$ cat config.mk
export PLATFORM = sky130hd
export DESIGN_NAME = perceptron_train_ctrl_flat
export DESIGN_NICKNAME = d
export VERILOG_FILES = /design/src/rtl/perceptron_pkg.sv /design/src/rtl/perceptron_train_ctrl_if.sv /design/src/rtl/perceptron_sample_buf.sv /design/src/rtl/perceptron_train_ctrl.sv /design/src/flat_wrapper.sv
export SDC_FILE = /design/constraint.sdc
export NUM_CORES = 1
export LEC_CHECK = 0
export CORE_MARGIN = 4
export CORE_UTILIZATION = 45
export CTS_BUF_LIST = sky130_fd_sc_hd__clkbuf_4 sky130_fd_sc_hd__clkbuf_8
export CTS_CLUSTER_SIZE = 25
export DETAILED_ROUTE_END_ITERATION = 12
export PLACE_DENSITY = 0.76
export SLEW_MARGIN = 20
export SYNTH_ARGS = -nofsm -noshare
export SYNTH_HDL_FRONTEND = slang
export SYNTH_HIERARCHICAL = 1
export SYNTH_SLANG_ARGS = --single-unit
$ cat constraint.sdc
create_clock -name clk -period 2.7 [get_ports clk]
set_input_delay 0.54 -clock clk [delete_from_list [all_inputs] [get_ports clk]]
set_output_delay 0.54 -clock clk [all_outputs]
set_load 0.1 [all_outputs]
$ cat src/rtl/perceptron_pkg.sv
// Shared types and constants for the perceptron training sequencer.
package perceptron_pkg;

  typedef enum logic [2:0] {
    IDLE      = 3'd0,
    CLR       = 3'd1,
    PRESENT   = 3'd2,
    WAIT      = 3'd3,
    CHECK     = 3'd4,
    EPOCH_END = 3'd5,
    DONE      = 3'd6
  } state_e;

  localparam logic [1:0] RES_POS  = 2'b01;
  localparam logic [1:0] RES_NEG  = 2'b11;
  localparam int         SAMPLE_W = 8;

endpackage

$ cat src/rtl/perceptron_train_ctrl_if.sv
// Host sample-load handshake. A sample transfers on a clock edge where load_valid && load_ready;
// the host must hold load_in/load_exp stable while load_valid is high and ready is low.
interface perceptron_train_ctrl_if;
  logic       load_valid;
  logic       load_ready;
  logic [6:0] load_in;
  logic       load_exp;

  modport master (output load_valid, output load_in, output load_exp, input load_ready);
  modport slave  (input load_valid, input load_in, input load_exp, output load_ready);
endinterface

$ cat src/rtl/perceptron_sample_buf.sv
// Sample store: one synchronous write port, one asynchronous read port, data not reset.
module perceptron_sample_buf #(
  parameter int DEPTH = 8,
  parameter int W     = 8
) (
  input  logic                     clk,
  input  logic                     we,
  input  logic [$clog2(DEPTH)-1:0] waddr,
  input  logic [W-1:0]             wdata,
  input  logic [$clog2(DEPTH)-1:0] raddr,
  output logic [W-1:0]             rdata
);
  logic [W-1:0] mem [DEPTH];

  always_ff @(posedge clk) begin
    if (we) mem[waddr] <= wdata;
  end

  assign rdata = mem[raddr];
endmodule

$ cat src/rtl/perceptron_train_ctrl.sv
// Training sequencer: buffers labelled samples, replays them in epochs to the perceptron and scores results.
// Optional TRAIN_CYCLE_CNT_EN adds a saturating busy-cycle counter output cycle_cnt.
module perceptron_train_ctrl
  import perceptron_pkg::*;
#(
  parameter int DEPTH      = 8,
  parameter int EVAL_LAT   = 3,
  parameter int MAX_EPOCHS = 16,
  parameter int CLR_CYCLES = 2
) (
  input  logic                            clk,
  input  logic                            reset,
  perceptron_train_ctrl_if.slave          load,
  input  logic                            clear,
  input  logic                            start,
  input  logic                            abort,
  input  logic [7:0]                      thresh_cfg,
  output logic                            busy,
  output logic                            done,
  output logic                            converged,
  output logic [$clog2(MAX_EPOCHS+1)-1:0] epoch_cnt,
  output logic [$clog2(DEPTH+1)-1:0]      err_cnt,
  output logic                            p_reset_n,
  output logic [6:0]                      p_in,
  output logic [7:0]                      p_threshold,
  output logic                            p_exp_res,
  input  logic [1:0]                      p_result,
`ifdef TRAIN_CYCLE_CNT_EN
  output logic [15:0]                     cycle_cnt,
`endif
  output logic [2:0]                      state_dbg
);
  localparam int AW   = $clog2(DEPTH);
  localparam int CW   = $clog2(DEPTH+1);
  localparam int EW   = $clog2(MAX_EPOCHS+1);
  localparam int TMAX = (EVAL_LAT > CLR_CYCLES) ? EVAL_LAT : CLR_CYCLES;
  localparam int TW   = $clog2(TMAX+1);

  state_e               state;
  logic [CW-1:0]        count;
  logic [AW-1:0]        wr_ptr, rd_ptr;
  logic [TW-1:0]        tmr;
  logic [SAMPLE_W-1:0]  rd_data;
  logic                 wr_en, start_ok, last, mistake;

  assign load.load_ready = (state == IDLE) && (count < CW'(DEPTH));
  assign wr_en    = load.load_valid && load.load_ready && !clear;
  // abort and clear both take priority over a start issued on the same cycle
  assign start_ok = (state == IDLE) && start && !abort && !clear && (count != '0);
  assign last     = (CW'(rd_ptr) == count - CW'(1));
  assign mistake  = !((p_exp_res && p_result == RES_POS) || (!p_exp_res && p_result == RES_NEG));
  assign busy      = (state != IDLE);
  assign done      = (state == DONE);
  assign state_dbg = state;

  perceptron_sample_buf #(.DEPTH(DEPTH), .W(SAMPLE_W)) u_buf (
    .clk   (clk),
    .we    (wr_en),
    .waddr (wr_ptr),
    .wdata ({load.load_exp, load.load_in}),
    .raddr (rd_ptr),
    .rdata (rd_data)
  );

  always_ff @(posedge clk or posedge reset) begin
    if (reset) begin
      state <= IDLE;      count <= '0;      wr_ptr <= '0;     rd_ptr <= '0;
      tmr <= '0;          converged <= 1'b0; epoch_cnt <= '0; err_cnt <= '0;
      p_reset_n <= 1'b0;  p_in <= '0;       p_threshold <= '0; p_exp_res <= 1'b0;
    end else if (state == IDLE) begin
      p_reset_n <= 1'b1;
      if (clear) begin
        count  <= '0;
        wr_ptr <= '0;
      end else if (wr_en) begin
        count  <= count + CW'(1);
        wr_ptr <= wr_ptr + AW'(1);
      end
      if (start_ok) begin
        p_threshold <= thresh_cfg;
        epoch_cnt   <= '0;
        err_cnt     <= '0;
        converged   <= 1'b0;
        p_reset_n   <= 1'b0;
        tmr         <= '0;
        state       <= CLR;
      end
    end else if (abort) begin
      converged <= 1'b0;
      state     <= IDLE;
    end else begin
      case (state)
        CLR: begin
          if (tmr == TW'(CLR_CYCLES-1)) begin
            p_reset_n <= 1'b1;
            rd_ptr    <= '0;
            state     <= PRESENT;
          end else begin
            tmr <= tmr + TW'(1);
          end
        end
        PRESENT: begin
          p_in      <= rd_data[6:0];
          p_exp_res <= rd_data[7];
          tmr       <= '0;
          state     <= WAIT;
        end
        WAIT: begin
          if (tmr == TW'(EVAL_LAT-1)) state <= CHECK;
          else                        tmr   <= tmr + TW'(1);
        end
        CHECK: begin
          err_cnt <= err_cnt + CW'(mistake);
          if (last) begin
            state <= EPOCH_END;
          end else begin
            rd_ptr <= rd_ptr + AW'(1);
            state  <= PRESENT;
          end
        end
        EPOCH_END: begin
          epoch_cnt <= epoch_cnt + EW'(1);
          if (err_cnt == '0) begin
            converged <= 1'b1;
            state     <= DONE;
          end else if (epoch_cnt + EW'(1) == EW'(MAX_EPOCHS)) begin
            converged <= 1'b0;
            state     <= DONE;
          end else begin
            err_cnt <= '0;
            rd_ptr  <= '0;
            state   <= PRESENT;
          end
        end
        default: state <= IDLE;
      endcase
    end
  end

`ifdef TRAIN_CYCLE_CNT_EN
  always_ff @(posedge clk or posedge reset) begin
    if (reset)                                      cycle_cnt <= '0;
    else if (start_ok)                              cycle_cnt <= '0;
    else if (state != IDLE && cycle_cnt != 16'hFFFF) cycle_cnt <= cycle_cnt + 16'd1;
  end
`endif

endmodule
$ cat src/flat_wrapper.sv
// flat-port wrapper written by rule: the top's interface ports become plain ports
module perceptron_train_ctrl_flat import perceptron_pkg::*;
#(
  parameter int DEPTH      = 8,
  parameter int EVAL_LAT   = 3,
  parameter int MAX_EPOCHS = 16,
  parameter int CLR_CYCLES = 2
)
  (clk, reset, clear, start, abort, thresh_cfg, busy, done, converged, epoch_cnt, err_cnt, p_reset_n, p_in, p_threshold, p_exp_res, p_result, state_dbg, load_load_valid, load_load_in, load_load_exp, load_load_ready);
  perceptron_train_ctrl_if load_i ();
  input  logic clk;
  input  logic reset;
  input  logic clear;
  input  logic start;
  input  logic abort;
  input  logic [7:0] thresh_cfg;
  output logic busy;
  output logic done;
  output logic converged;
  output logic [$clog2(MAX_EPOCHS+1)-1:0] epoch_cnt;
  output logic [$clog2(DEPTH+1)-1:0] err_cnt;
  output logic p_reset_n;
  output logic [6:0] p_in;
  output logic [7:0] p_threshold;
  output logic p_exp_res;
  input  logic [1:0] p_result;
  output logic [2:0] state_dbg;
  input wire logic [$bits(load_i.load_valid)-1:0] load_load_valid;
  input wire logic [$bits(load_i.load_in)-1:0] load_load_in;
  input wire logic [$bits(load_i.load_exp)-1:0] load_load_exp;
  output wire logic [$bits(load_i.load_ready)-1:0] load_load_ready;
  assign load_i.load_valid = load_load_valid;
  assign load_i.load_in = load_load_in;
  assign load_i.load_exp = load_load_exp;
  assign load_load_ready = load_i.load_ready;
  perceptron_train_ctrl #(.DEPTH(DEPTH), .EVAL_LAT(EVAL_LAT), .MAX_EPOCHS(MAX_EPOCHS), .CLR_CYCLES(CLR_CYCLES)) u_core (.clk(clk), .reset(reset), .load(load_i), .clear(clear), .start(start), .abort(abort), .thresh_cfg(thresh_cfg), .busy(busy), .done(done), .converged(converged), .epoch_cnt(epoch_cnt), .err_cnt(err_cnt), .p_reset_n(p_reset_n), .p_in(p_in), .p_threshold(p_threshold), .p_exp_res(p_exp_res), .p_result(p_result), .state_dbg(state_dbg));
endmodule
Word-level counts from Yosys, hierarchy flattened
Memory sizes are Yosys's and may differ from the RTL's. A register that Yosys moved wholly into a read port is not among the register bits.
Index checks and enable logic that the tools add are counted.
{ "word_totals": {"ff_bits": 34, "latch_bits": 0, "mem_bits_rw": 64, "romBits": 0, "inputBits": 24, "output_inout_bits": 33, "elab_cells": 129, "mem_count": 1} }
{ "op_classes": {"n_addsub": 7, "multipliers": 0, "div": 0, "n_lt_le_gt_ge": 1, "eq_ne": 24, "shifts": 0, "muxes": 47, "bitwise": 2, "reduce_logical": 37} }
{ "mem_list": {"columns": ["name", "words", "width", "read_ports", "rd_ports_with_merged_regs", "wr", "line", "text"], "rows": [
  ["u_core.u_buf.mem", 8, 8, 1, 1, 1, "perceptron_sample_buf.sv:13", "logic [W-1:0] mem [DEPTH];"]
]} }
{ "ops": {"columns": ["cell", "count"], "rows": [
  ["$mux 3", 14],
  ["$mux 4", 7],
  ["$mux 5", 4],
  ["$pmux 3 s5", 1],
  ["$reduce_and 3->1", 5],
  ["$mux 1", 13],
  ["$ne 3x2->1 const B", 4],
  ["$reduce_bool 3->1", 4],
  ["$reduce_bool 4->1", 3],
  ["$mux 2", 5],
  ["$reduce_and 5->1", 2],
  ["$eq 3x3->1 const B", 3],
  ["$logic_and 1x1->1", 9],
  ["$pmux 3 s3", 1],
  ["$ne 4x2->1 const B", 2],
  ["$pmux 4 s2", 1],
  ["$reduce_bool 2->1", 4],
  ["$reduce_and 7->1", 1],
  ["$add 3x1->3 const B", 2],
  ["$eq 3x2->1 const B", 2],
  ["$ne 2x1->1 const B", 3],
  ["$ne 2x2->1 const B", 3],
  ["$pmux 2 s3", 1],
  ["$add 5x1->5 const B", 1],
  ["other kinds (16)", 23]
]} }

Longest topological paths before layout
{ "depth": {"ltp_word": 8, "ltp_mapped": 8, "depth_no_buf": 7} }

By module
The synthesis kept the hierarchy.
{ "by_module_without_submodules": {"columns": ["module", "n_inst", "cells_each", "area_per_inst_um2", "seq_area_each_um2"], "rows": [
  ["perceptron_sample_buf", 1, 106, 2531.2, 1921.8],
  ["perceptron_train_ctrl", 1, 217, 2194.6, 1051.0]
]} }

Least setup slack after synthesis
Ideal clock, no wire load.
{ "synth_path": {"path_kind": "reg-to-output", "startpoint": "register u_core.state[2] (netlist: u_core/state_dbg[2])", "endpoint": "output done", "t_arrival_ps": 3770, "required_ps": 2160, "slack_ps": -1610, "path_stages_with_launch": 4, "n_path_buf": 2, "path_cell_list": "dfrtp_1 clkbuf_1 clkbuf_1 nor3b_1"} }
{ "synth_between": {"elab_chain_cells": 1} }
{ "synth_lines": {"columns": ["element", "line", "text"], "rows": [
  ["from (decl)", "perceptron_train_ctrl.sv:39", "state_e state;"],
  ["from (signal assigned)", "perceptron_train_ctrl.sv:67", "state <= IDLE; count <= '0; wr_ptr <= '0; rd_ptr <= '0;"],
  ["from (signal assigned)", "perceptron_train_ctrl.sv:86", "state <= CLR;"],
  ["from (signal assigned)", "perceptron_train_ctrl.sv:90", "state <= IDLE;"],
  ["$eq 3x3->1", "perceptron_train_ctrl.sv:53", "assign done = (state == DONE);"],
  ["to (decl)", "flat_wrapper.sv:18", "output logic done;"]
]} }
Every way passes these cells.

Worst setup path in the final report
{ "layout_path": {"startpoint": "register u_core.state[0] (netlist: u_core/state_dbg[0])", "endpoint": "memory u_core.u_buf.mem[2][5], enable pin"} }
{ "layout_between": {"elab_chain_cells": 6} }
{ "layout_lines": {"columns": ["element", "line", "text"], "rows": [
  ["$logic_not 3->1", "perceptron_train_ctrl.sv:46", "assign load.load_ready = (state == IDLE) && (count < CW'(DEPTH));"],
  ["$logic_and 1x1->1", "perceptron_train_ctrl.sv:46", null],
  ["$logic_and 1x1->1 (2 in a row)", "perceptron_train_ctrl.sv:47", "assign wr_en = load.load_valid && load.load_ready && !clear;"],
  ["named net u_core.wr_en", "perceptron_train_ctrl.sv:44", "logic wr_en, start_ok, last, mistake;"],
  ["$mux 1", "perceptron_sample_buf.sv:16", "if (we) mem[waddr] <= wdata;"],
  ["$mux 1 (not written as such)", "perceptron_sample_buf.sv:16", null],
  ["to (decl)", "perceptron_sample_buf.sv:13", null]
]} }
The timed path passes the listed nets, and every way through them passes these cells.

==> results.yml <==
clock_tree:
  numCtsBuffers: 9
  clk-insertion-delay-late_ps: 370
  cts_tree: "done"
  postCtsSetupBuffers: 0
  cts_sinks: 106
  root_buffer: "clkbuf_8"
  clock_path_buffers: 2
  htreeDepth: 3
  clkTransAtPathRegs_ps: 100
  cts_hold_buf: 0
  post_cts_resized: 0
route:
  met2_length_um: 4810
  ant_nets: 0
  vias: 2947
  met1_length_um: 4240
  drt_iter0_drc: 228
  wl_met3_um: 390
  drt-pass1-iter-count: 4
  highest_layer: "met4"
  wl_um: 9580
  viasPerCell: 5.46
  avgRoutedWirePerCell_um: 17.7
  drc: 0
die:
  start_util: 0.460
  core.rowCount: 37
  die_x_um: 110
  io-pin-count: 57
  core_um2: 10300
  die_area_um2: 12200
  die_h_um: 110
synthesis:
  synth_nets: 356
  yosysWarnings: 6
  syn_inst: 323
  synthArstFlopShare: 0.396
  synth_top_cell_area_share: 0.407
  synth-main-ff-cell: "edfxtp_1"
  yosysUniqueCellTypes: 53
  synth_area_leader_cell: "edfxtp_1"
  syn_area_um2: 4730
  synth-edff-count: 64
  synth-seq-cells: 106
  ys_seq_area_frac: 0.629
  synth_area_leaders: "edfxtp_1 41%, dfrtp_1 22%, mux4_1 8.3%"
  syn_avg_cell_area_um2: 14.6
worst_setup_path:
  path_cells: "nor3_2 -> inv_1 -> nor2_1 -> nand2_1 -> inv_1 -> nand2b_1 -> nor2_1 -> buf_4"
  cp.arrival_ps: 2400
  cp.required_ps: 2780
  crit_path_end_kind: "flop"
  crit_type: "flop to flop"
  crit_buf_inv: 3
  start_kind: "flop"
  crit_path_max_fanout: 15
  critPathMaxStageDelay_ps: 540
  cpMaxStageDelayCell: "dfrtp_2"
  crit_family: "simple AND/OR/NAND/NOR gates"
timing:
  setup_tns_ps: 0
  clock-skew-final_ps: 11.3
  setup_viol: 0
  slew_violations: 0
  finalHoldViolCount: 0
  final.min_clock_period_ps: 2320
  fmax_mhz: 431
  worst_pin_slew_ps: 815
  slew-limit-headroom: 0.454
  period_share: 0.859
  holdWs_ps: 516
  rsz0062_at_grt: "no"
global_routing:
  grt_use_total: 0.160
  grt_pass1_vias: 2977
  grt_overflow: 0
  grt_antenna_before_repair: 0
  grt_pass1_wl_um: 15500
  grt_max_degree: 25
final_layout:
  fin_cells: 540
  layout_common_cells: "64 x edfxtp_1, 54 x buf_4, 39 x dfrtp_1"
  area_delta_synth_final_pct: 20.7
  final_common_cell: "edfxtp_1"
  drive_gt1_frac: 0.267
  n_antenna_cell: 0
  finish.utilization: 0.555
  fin_nets: 433
placement:
  dp.final_hpwl_um: 6710
  place_congestion: 0.814
  place.port_buffers: 56
  dp.cells: 525
flow_run:
  cap_violations: 0
run_status:
  status: "finished, final reports clean"
power:
  p_leak_nw: 2.23
  p_per_area_nw_per_um2: 1030
  ir_drop_mv: 0.492
min_path:
  min_path_type: "flop to flop"
sequential cells by signal, indices dropped and copies added, names as in the netlist, 3 cells and up:
register and cells:
u_core/u_buf/mem 64, u_core/p_threshold 8, u_core/p_in 7, u_core/epoch_cnt 5, u_core/count 4, u_core/err_cnt 4, u_core/rd_ptr 3, u_core/state_dbg 3
u_core/wr_ptr 3
cell usage after synthesis (2+ instances only):
cell and count:
xor2_1 4, buf_1 2, a211o_1 2, a22o_1 3
and3_1 3, clkbuf_1 7, nand3b_1 2, mux4_1 15
o21ai_0 18, mux2_2 26, buf_2 2, a21oi_1 13
nand3_1 3, nor3b_1 3, o31ai_1 2, and3b_1 2
ha_1 9, nor2_1 17, xnor2_1 2, nand2b_1 3
inv_1 11, edfxtp_1 64, nand2_1 26, a31oi_1 4
a21boi_0 2, dfrtp_1 42, nor3_1 10
final cells by class:
cell class	instances	area, um2
fillers	834	4580
flip-flops and latches	106	2980
multi-input cells	193	1660
repair buffers	79	676
well taps	136	170
clock buffers	10	138
inverters	11	41.3
clock inverters	5	40.0
where the power goes:
group	total [W]	internal [W]	leakage [nW]	switching, W
Clock	0.000893	0.000362	0.0863	0.000531
Sequential	0.00223	0.00199	1.12	0.000238
Combinational	0.00274	0.000799	1.02	0.00194
Total	0.00586	0.00315	2.23	0.00271
logic make-up after synthesis:
kind of cell               Yosys count  share of synthesized area
AOI/OAI and AO/OA                   55                     0.0725
and+or+nand+nor                     80                     0.0866
xor gates and xnor gates             6                     0.0111
DFF                                106                      0.629
adders and majority gates            9                     0.0238
buffers and inverters               24                     0.0246
muxes                               43                      0.152
routing by layer:
metal | up-vias | track usage
met5 | - | 0
met4 | 0 | 0.0517
met3 | 10 | 0.0307
met2 | 91 | 0.261
met1 | 1454 | 0.216
li1 | 1392 | -
worst paths after layout:
kind                            slack, ps                               end  depth (start not counted)                       startpoint
worst max register to register        380  u_core/u_buf/mem[2][5]$_DFFE_PP_                          8  u_core/state_dbg[0]$_DFFE_PP0P_
worst min register to register        520        u_core/p_in[3]$_DFFE_PP0P_                          1       u_core/p_in[3]$_DFFE_PP0P_
max in group asynchronous            1630   u_core/state_dbg[2]$_DFFE_PP0P_                          3                            reset
worst min-delay path                  520        u_core/p_in[3]$_DFFE_PP0P_                          1       u_core/p_in[3]$_DFFE_PP0P_
min in group asynchronous             540        u_core/p_in[2]$_DFFE_PP0P_                          2                            reset
worst max-delay path                  380  u_core/u_buf/mem[2][5]$_DFFE_PP_                          8  u_core/state_dbg[0]$_DFFE_PP0P_
per-stage QoR:
step	setup slack (ps)	area [um2]	power (W)
final	380	5700	0.00586
after floorplan	-25.4	4760	0.00433
after global routing	207	5700	0.00613
after CTS	398	5700	0.00590
after global placement	430	5520	0.00495
after detailed placement	386	5520	0.00500
Power figures use the tool's default switching activity.
